`src/rtl/popcount_expand19.sv`:
```
// Count-to-vector expander: sets min(in_count, WIDTH) bits, one per cycle, at stride-walked positions.
// Optional macro POPEXP_LFSR_EN seeds each transaction's start pointer from a 5-bit LFSR.
module popcount_expand19 #(
  parameter int WIDTH  = 19,
  parameter int CW     = 5,
  parameter int STRIDE = 7,
  parameter int START  = 0
) (
  input  logic             clk,
  input  logic             rst_n,
  input  logic             in_valid,
  output logic             in_ready,
  input  logic [CW-1:0]    in_count,
  output logic             out_valid,
  input  logic             out_ready,
  output logic [WIDTH-1:0] out_vec,
  output logic             out_sat,
  output logic [1:0]       dbg_state
);

  localparam int PW = $clog2(WIDTH);

  localparam logic [1:0] S_IDLE = 2'd0;
  localparam logic [1:0] S_FILL = 2'd1;
  localparam logic [1:0] S_OUT  = 2'd2;

  // Handshake: a transfer happens on an edge where valid and ready are both 1;
  // in_ready is high only in IDLE, out_valid only in OUT, so they never overlap.

  logic [1:0]       r_state;
  logic [PW-1:0]    r_ptr;
  logic [CW-1:0]    r_rem;
  logic [WIDTH-1:0] r_vec;
  logic             r_sat;

  logic             w_accept;
  logic             w_sat;
  logic [CW-1:0]    w_k;
  logic [PW:0]      w_sum;
  logic [PW-1:0]    w_ptr_nxt;
  logic [PW-1:0]    w_start;

  assign w_accept  = in_valid && (r_state == S_IDLE);
  assign w_sat     = in_count > CW'(WIDTH);
  assign w_k       = w_sat ? CW'(WIDTH) : in_count;
  // Modular step without a divider: stride < WIDTH so one subtraction suffices.
  assign w_sum     = {1'b0, r_ptr} + (PW+1)'(STRIDE);
  assign w_ptr_nxt = (w_sum >= (PW+1)'(WIDTH)) ? PW'(w_sum - (PW+1)'(WIDTH)) : PW'(w_sum);

`ifdef POPEXP_LFSR_EN
  logic [4:0] r_lfsr;

  assign w_start = (32'(r_lfsr) >= WIDTH) ? PW'(r_lfsr - 5'(WIDTH)) : PW'(r_lfsr);

  // x^5 + x^3 + 1 Fibonacci LFSR; the seed is nonzero so zero is never reached.
  always_ff @(posedge clk or negedge rst_n) begin
    if (!rst_n) begin
      r_lfsr <= 5'b00001;
    end else if (w_accept) begin
      r_lfsr <= {r_lfsr[3:0], r_lfsr[4] ^ r_lfsr[1]};
    end
  end
`else
  assign w_start = PW'(START);
`endif

  always_ff @(posedge clk or negedge rst_n) begin
    if (!rst_n) begin
      r_state <= S_IDLE;
      r_ptr   <= PW'(START);
      r_rem   <= '0;
      r_vec   <= '0;
      r_sat   <= 1'b0;
    end else begin
      case (r_state)
        S_IDLE: begin
          if (w_accept) begin
            r_vec <= '0;
            r_sat <= w_sat;
            r_ptr <= w_start;
            r_rem <= w_k;
            r_state <= (w_k == '0) ? S_OUT : S_FILL;
          end
        end
        S_FILL: begin
          r_vec[r_ptr] <= 1'b1;
          r_ptr <= w_ptr_nxt;
          r_rem <= r_rem - CW'(1);
          if (r_rem == CW'(1)) begin
            r_state <= S_OUT;
          end
        end
        S_OUT: begin
          if (out_ready) begin
            r_state <= S_IDLE;
          end
        end
        default: begin
          r_state <= S_IDLE;
        end
      endcase
    end
  end

  assign in_ready  = (r_state == S_IDLE);
  assign out_valid = (r_state == S_OUT);
  assign out_vec   = r_vec;
  assign out_sat   = r_sat;
  assign dbg_state = r_state;

endmodule

```
`config.mk`:
```
export PLATFORM = sky130hd
export DESIGN_NAME = popcount_expand19
export DESIGN_NICKNAME = d
export VERILOG_FILES = /design/src/rtl/popcount_expand19.sv
export SDC_FILE = /design/constraint.sdc
export NUM_CORES = 1
export LEC_CHECK = 0
export ABC_CLOCK_PERIOD_IN_PS = 5700
export BUFFER_PORTS_ARGS = -buffer_cell sky130_fd_sc_hd__buf_2
export CAP_MARGIN = 0
export CELL_PAD_IN_SITES_DETAIL_PLACEMENT = 0
export CELL_PAD_IN_SITES_GLOBAL_PLACEMENT = 1
export CORE_ASPECT_RATIO = 1.1
export CORE_MARGIN = 5
export CORE_UTILIZATION = 37
export DETAILED_ROUTE_END_ITERATION = 12
export GPL_TIMING_DRIVEN = 0
export PLACE_DENSITY_LB_ADDON = 0.1
export SETUP_SLACK_MARGIN = 0.2
export SLEW_MARGIN = 20
export SYNTH_ARGS = -nofsm -noshare
export SYNTH_HDL_FRONTEND = slang
export SYNTH_SLANG_ARGS = --single-unit
```
`constraint.sdc`:
```
create_clock -name clk -period 5.7 [get_ports clk]
set_input_delay 0.57 -clock clk [delete_from_list [all_inputs] [get_ports clk]]
set_output_delay 0.57 -clock clk [all_outputs]
set_load 0.02 [all_outputs]
```
Word level (Yosys, flattened, before mapping)
Index checks and enable logic that the tools add are counted.
Widths: inputs -> output; s select.
{"block": "op_classes", "n_addsub": 3, "mux": 15, "bitwise": 1, "eq_ne": 6, "n_reduce_logical": 8, "magnitude_cmp": 4}
{"op": "$pmux 19 s2", "count": 1}
{"op": "$mux 5", "count": 4}
{"op": "$pmux 5 s2", "count": 2}
{"op": "$mux 19", "count": 1}
{"op": "$or 19x19->19", "count": 1}
{"op": "$mux 2", "count": 4}
{"op": "$add 5x3->6 const B", "count": 1}
{"op": "$ge 6x5->1 const B", "count": 1}
{"op": "$lt 5x6->1 const B", "count": 1}
{"op": "$pmux 2 s3", "count": 1}
{"op": "$demux 1 s5", "count": 1}
{"op": "$eq 5x1->1 const B", "count": 1}
{"op": "$ge 5x1->1 const B", "count": 1}
{"op": "$gt 5x5->1 const B", "count": 1}
{"op": "$logic_not 5->1", "count": 1}
{"op": "$sub 5x1->5 const B", "count": 1}
{"op": "$sub 5x5->5 const B", "count": 1}
{"op": "$ne 2x1->1 const B", "count": 2}
{"op": "$reduce_and 2->1", "count": 2}
{"op": "$reduce_and 3->1", "count": 1}
{"op": "$eq 2x1->1 const B", "count": 1}
{"op": "$eq 2x2->1 const B", "count": 1}
{"op": "$logic_and 1x1->1", "count": 2}
{"op": "$logic_not 2->1", "count": 1}
{"op": "3 further kinds", "count": 3}
{"block": "word_totals", "regBits": 32, "out_inout_bits": 24, "wordCells": 42}

Longest topological paths before layout
{"block": "depth", "depth_word": 6, "ltp_mapped": 8}

Worst setup path after synthesis
OpenSTA, ideal clock, no wires.
{"block": "synth_timing", "path_type": "register to register", "start": "register r_ptr[0]", "end": "register r_ptr[3]", "slack_ns": 3.794, "path_buffers": 1, "period_less_slack_ns": 1.906, "t_arrival_ns": 1.777, "stages_incl_launch_ff": 9, "required_time_ns": 5.572, "cell_sequence": "dfrtp_1 inv_1 ha_1 buf_6 nor4_4 nand2_2 nand3_1 xor2_1 o211ai_2"}
{"block": "synth_via", "elab_chain_len": 4}
{"item": "start, declared", "line": "31", "text": "logic [PW-1:0] r_ptr;"}
{"item": "start signal, assigned", "line": "70", "text": "r_ptr <= PW'(START);"}
{"item": "start signal, assigned", "line": "80", "text": "r_ptr <= w_start;"}
{"item": "start signal, assigned", "line": "87", "text": "r_ptr <= w_ptr_nxt;"}
{"item": "$add 5x3->6 (*)", "line": "47", "text": "assign w_sum = {1'b0, r_ptr} + (PW+1)'(STRIDE);"}
{"item": "$sub 5x5->5 or $ge 6x5->1 (tied branches)", "line": "48", "text": "assign w_ptr_nxt = (w_sum >= (PW+1)'(WIDTH)) ? PW'(w_sum - (PW+1)'(WIDTH)) : PW'(w_sum);"}
{"item": "$mux 5 (*)", "line": "48"}
{"item": "$pmux 5 s2 (*)", "line": "75", "text": "case (r_state)"}
Every way passes the cells marked *; elsewhere a longest branch is shown, timed or not.
A chain may end at the register's enable or synchronous reset.

Worst setup path in the final report
Same ends and word-level chain as after synthesis.

==> results.md <==
* RSZ-0062 raised after global routing: no
* Post-CTS Hold Buffers at 0
* Switching power at 0.575 mW
* Most used DFF post-synth: dfrtp_1
* Ports at 33
* Power Density at 640 nW/um2
* Seq cells post-synth at 32
* Mapped Area at 1670 um2
* Antenna cells at 0
* Synth cell types at 40
* Vias in the first global route at 1,414
* Relative slew margins at 51.6%
* WP data required at 5.86 ns
* Clock share of power at 16.6%
* Hold crit path type: input port to asynchronous set/reset pin
* DR iter-0 viols at 41
* DRC errors left at 0
* CTS tree: yes
* Arrival @ worst endpoint at 2.31 ns
* # setup viols final at 0
* Routed Antenna Nets at 0
* Core area at 4350 um2
* Flip-flop and latch area at 801 um2
* Status: finished clean
* Initial antenna violation count at 0
* Placed Area at 1900 um2
* Crit path capture type: register
* Crit. Startpoint: r_ptr[0]
* Post CTS Setup Buffer Count at 0
* Critical path launch point type: register
* TritonCTS buffer count at 5
* Synth warn at 0
* GR Util All Layers at 14.8%
* Register area share after synthesis at 48.0%
* Clock sink total at 32
* Setup Total Neg Slack at 0 ns
* Maxcap violations at 0
* Internal power at 0.708 mW
* Die footprint at 5960 um2
* Final wirelength at 3.99 mm
* Die W at 74.0 um
* # fillers at 416
* Crit Path Class: register to register
* Post-synth EDFFs at 0
* Pin count of the biggest net entering global routing at 33
* Worst r2r src: r_ptr[0]
* Final Cell Area at 2000 um2
* Flop-to-flop setup slack at 3.55 ns
* Slew @ Worst Pin at 0.726 ns
* Layout cells sized above 1 at 26.6%
* H-Tree Depth at 2
* Drt first pass iters at 4
* Root buffer cell: clkbuf_8
* Count leader, synth: dfrtp_1
* Switch share at 44.8%
* Final slew viol count at 0
* Layout net count at 217
* Synth cell count leaders: 32 x dfrtp_1, 18 x nand2_1, 14 x a32o_1
* Worst r2r path cells at 8
* Net Count, Synth at 178
* Top cells by area, synth: dfrtp_1 48%, a32o_1 8.4%, ha_1 4.5%, nand2_1 4.0%, o21ai_1 2.7%
* Cell count after synthesis at 163
* Synth async-reset ratio at 100%
* Clk slew on worst S/H paths at 0.07 ns
* PortBufs at 32
* Routed length per instance at 15.5 um
* First-pass GRT wire length at 6.82 mm
* VDD IR max at 0.254 mV
* Flop pwr share at 31.0%
* Top fanout value on the critical path at 10
* Clk_lat worst skew at 0.28 ns
* Syn-to-layout area delta at 20.1%
* Remaining Overflow, GRT at 0
* Multi-input gate area at 785 um2
* Capturing point of the worst reg2reg path: r_ptr[3]
* Area leader, netlist: dfrtp_1
* Comb pwr share at 52.4%
* CTS Buffer Depth at 2
* Fin. Hold Viols at 0
* Synth Area per Inst at 10.2 um2
* Fmax at 0.465 GHz
* Initial core utilization at 38.4%
* Cell row count at 25
* DR vias/cell at 5.40
* Synth top area share at 48.0%
* RD Place Congestion at 0.831
* Post-detail-place hpwl at 2.99 mm
* Final Critical Period at 2.15 ns
* Via count at 1,388
* Leakage power at 0.964 nW
* Period utilisation layout at 37.8%
* Die H at 80.4 um
* Resize count post-CTS at 0
* Worst Skew at 0.00457 ns
==> layout by cell type (no fill, tap or decap), types with 2 or more instances in the layout <==
| cell | Yosys | routed |
|---|---|---|
| nand3_1 | 3 | 3 |
| clkbuf_8 | 0 | 5 |
| inv_1 | 5 | 5 |
| buf_2 | 4 | 36 |
| ha_1 | 6 | 6 |
| buf_6 | 2 | 2 |
| nor3b_1 | 2 | 2 |
| nor3_1 | 7 | 7 |
| o21ai_1 | 9 | 9 |
| nor2_1 | 11 | 11 |
| xnor2_1 | 2 | 2 |
| clkbuf_1 | 3 | 4 |
| o22a_1 | 3 | 3 |
| o22ai_1 | 2 | 2 |
| a32o_1 | 14 | 14 |
| o21ai_0 | 4 | 4 |
| nor2b_1 | 3 | 3 |
| a21o_1 | 2 | 2 |
| nand2_1 | 18 | 18 |
| xor2_1 | 3 | 3 |
| a21oi_1 | 8 | 8 |
| inv_2 | 2 | 2 |
| dfrtp_1 | 32 | 32 |
==> power by group through the flow <==
stage | sequential, mW | clock, mW | combinational [mW]
final | 0.397 | 0.214 | 0.672
after global routing | 0.409 | 0.231 | 0.750
after CTS | 0.397 | 0.220 | 0.682
after detailed placement | 0.403 | 0 | 0.679
after global placement | 0.398 | 0 | 0.666
after floorplan | 0.457 | 0 | 0.434
==> flip-flops by register name, summed over array words and instances (netlist names) <==
register   cells
dbg_state      2
out_sat        1
out_vec       19
r_ptr          5
r_rem          5
==> through the flow <==
| stage | total power [mW] | setup WS (ns) | hold WS [ns] | util, % | cells |
|---|---|---|---|---|---|
| 2_1_floorplan | 0.890 | 3.79 | 0.274 | - | 163 |
| 3_3_place_gp | 1.06 | 3.63 | 0.464 | 43.6 | 249 |
| 3_5_place_dp | 1.08 | 3.54 | 0.471 | 43.6 | 249 |
| 4_1_cts | 1.30 | 3.53 | 0.365 | 46.1 | 257 |
| 5_1_grt | 1.39 | 3.41 | 0.409 | 46.1 | 257 |
| 6_report | 1.28 | 3.55 | 0.345 | 46.1 | 257 |
==> worst max path at each step <==
stage,to,cells past startpoint
final,r_ptr[3],8
after global routing,r_ptr[3],8
after CTS,r_ptr[3],8
after detailed placement,r_ptr[3],8
after global placement,r_ptr[3],8
after floorplan,r_ptr[3],8
==> worst max-delay path, stage by stage, from the launching register on <==
cell	delay (ns)
dfrtp_1	0.57
inv_1	0.18
ha_1	0.28
buf_6	0.17
nor4_4	0.28
nand2_2	0.11
nand3_1	0.12
xor2_1	0.21
o211ai_2	0.11
==> kinds of logic after synthesis <==
family | share of synthesized area [%]
buffers and inverters | 5.02
xor gates and xnor gates | 2.62
and+or+nand+nor | 15.3
DFF | 48.0
adders and majority gates | 4.50
AOI/OAI and AO/OA | 24.6
==> routing by layer <==
layer | track usage (%) | vias to the layer above | part of all wire (%)
met4 | 5.62 | 0 | 1.5
li1 | - | 680 | -
met3 | 3.38 | 8 | 5.4
met2 | 25.4 | 35 | 50
met5 | 0 | - | 0
met1 | 17.8 | 665 | 43
==> cell type report <==
type / count / share of cell area (%)
flip-flops and latches: 32 / 40.0
repair buffers: 32 / 7.99
clock inverters: 2 / 1.75
clock buffers: 6 / 3.62
multi-input cells: 114 / 39.1
inverters: 7 / 1.31
plain buffers: 10 / 2.87
well taps: 54 / 3.37
No activity file was read; power rests on OpenSTA's default activity.
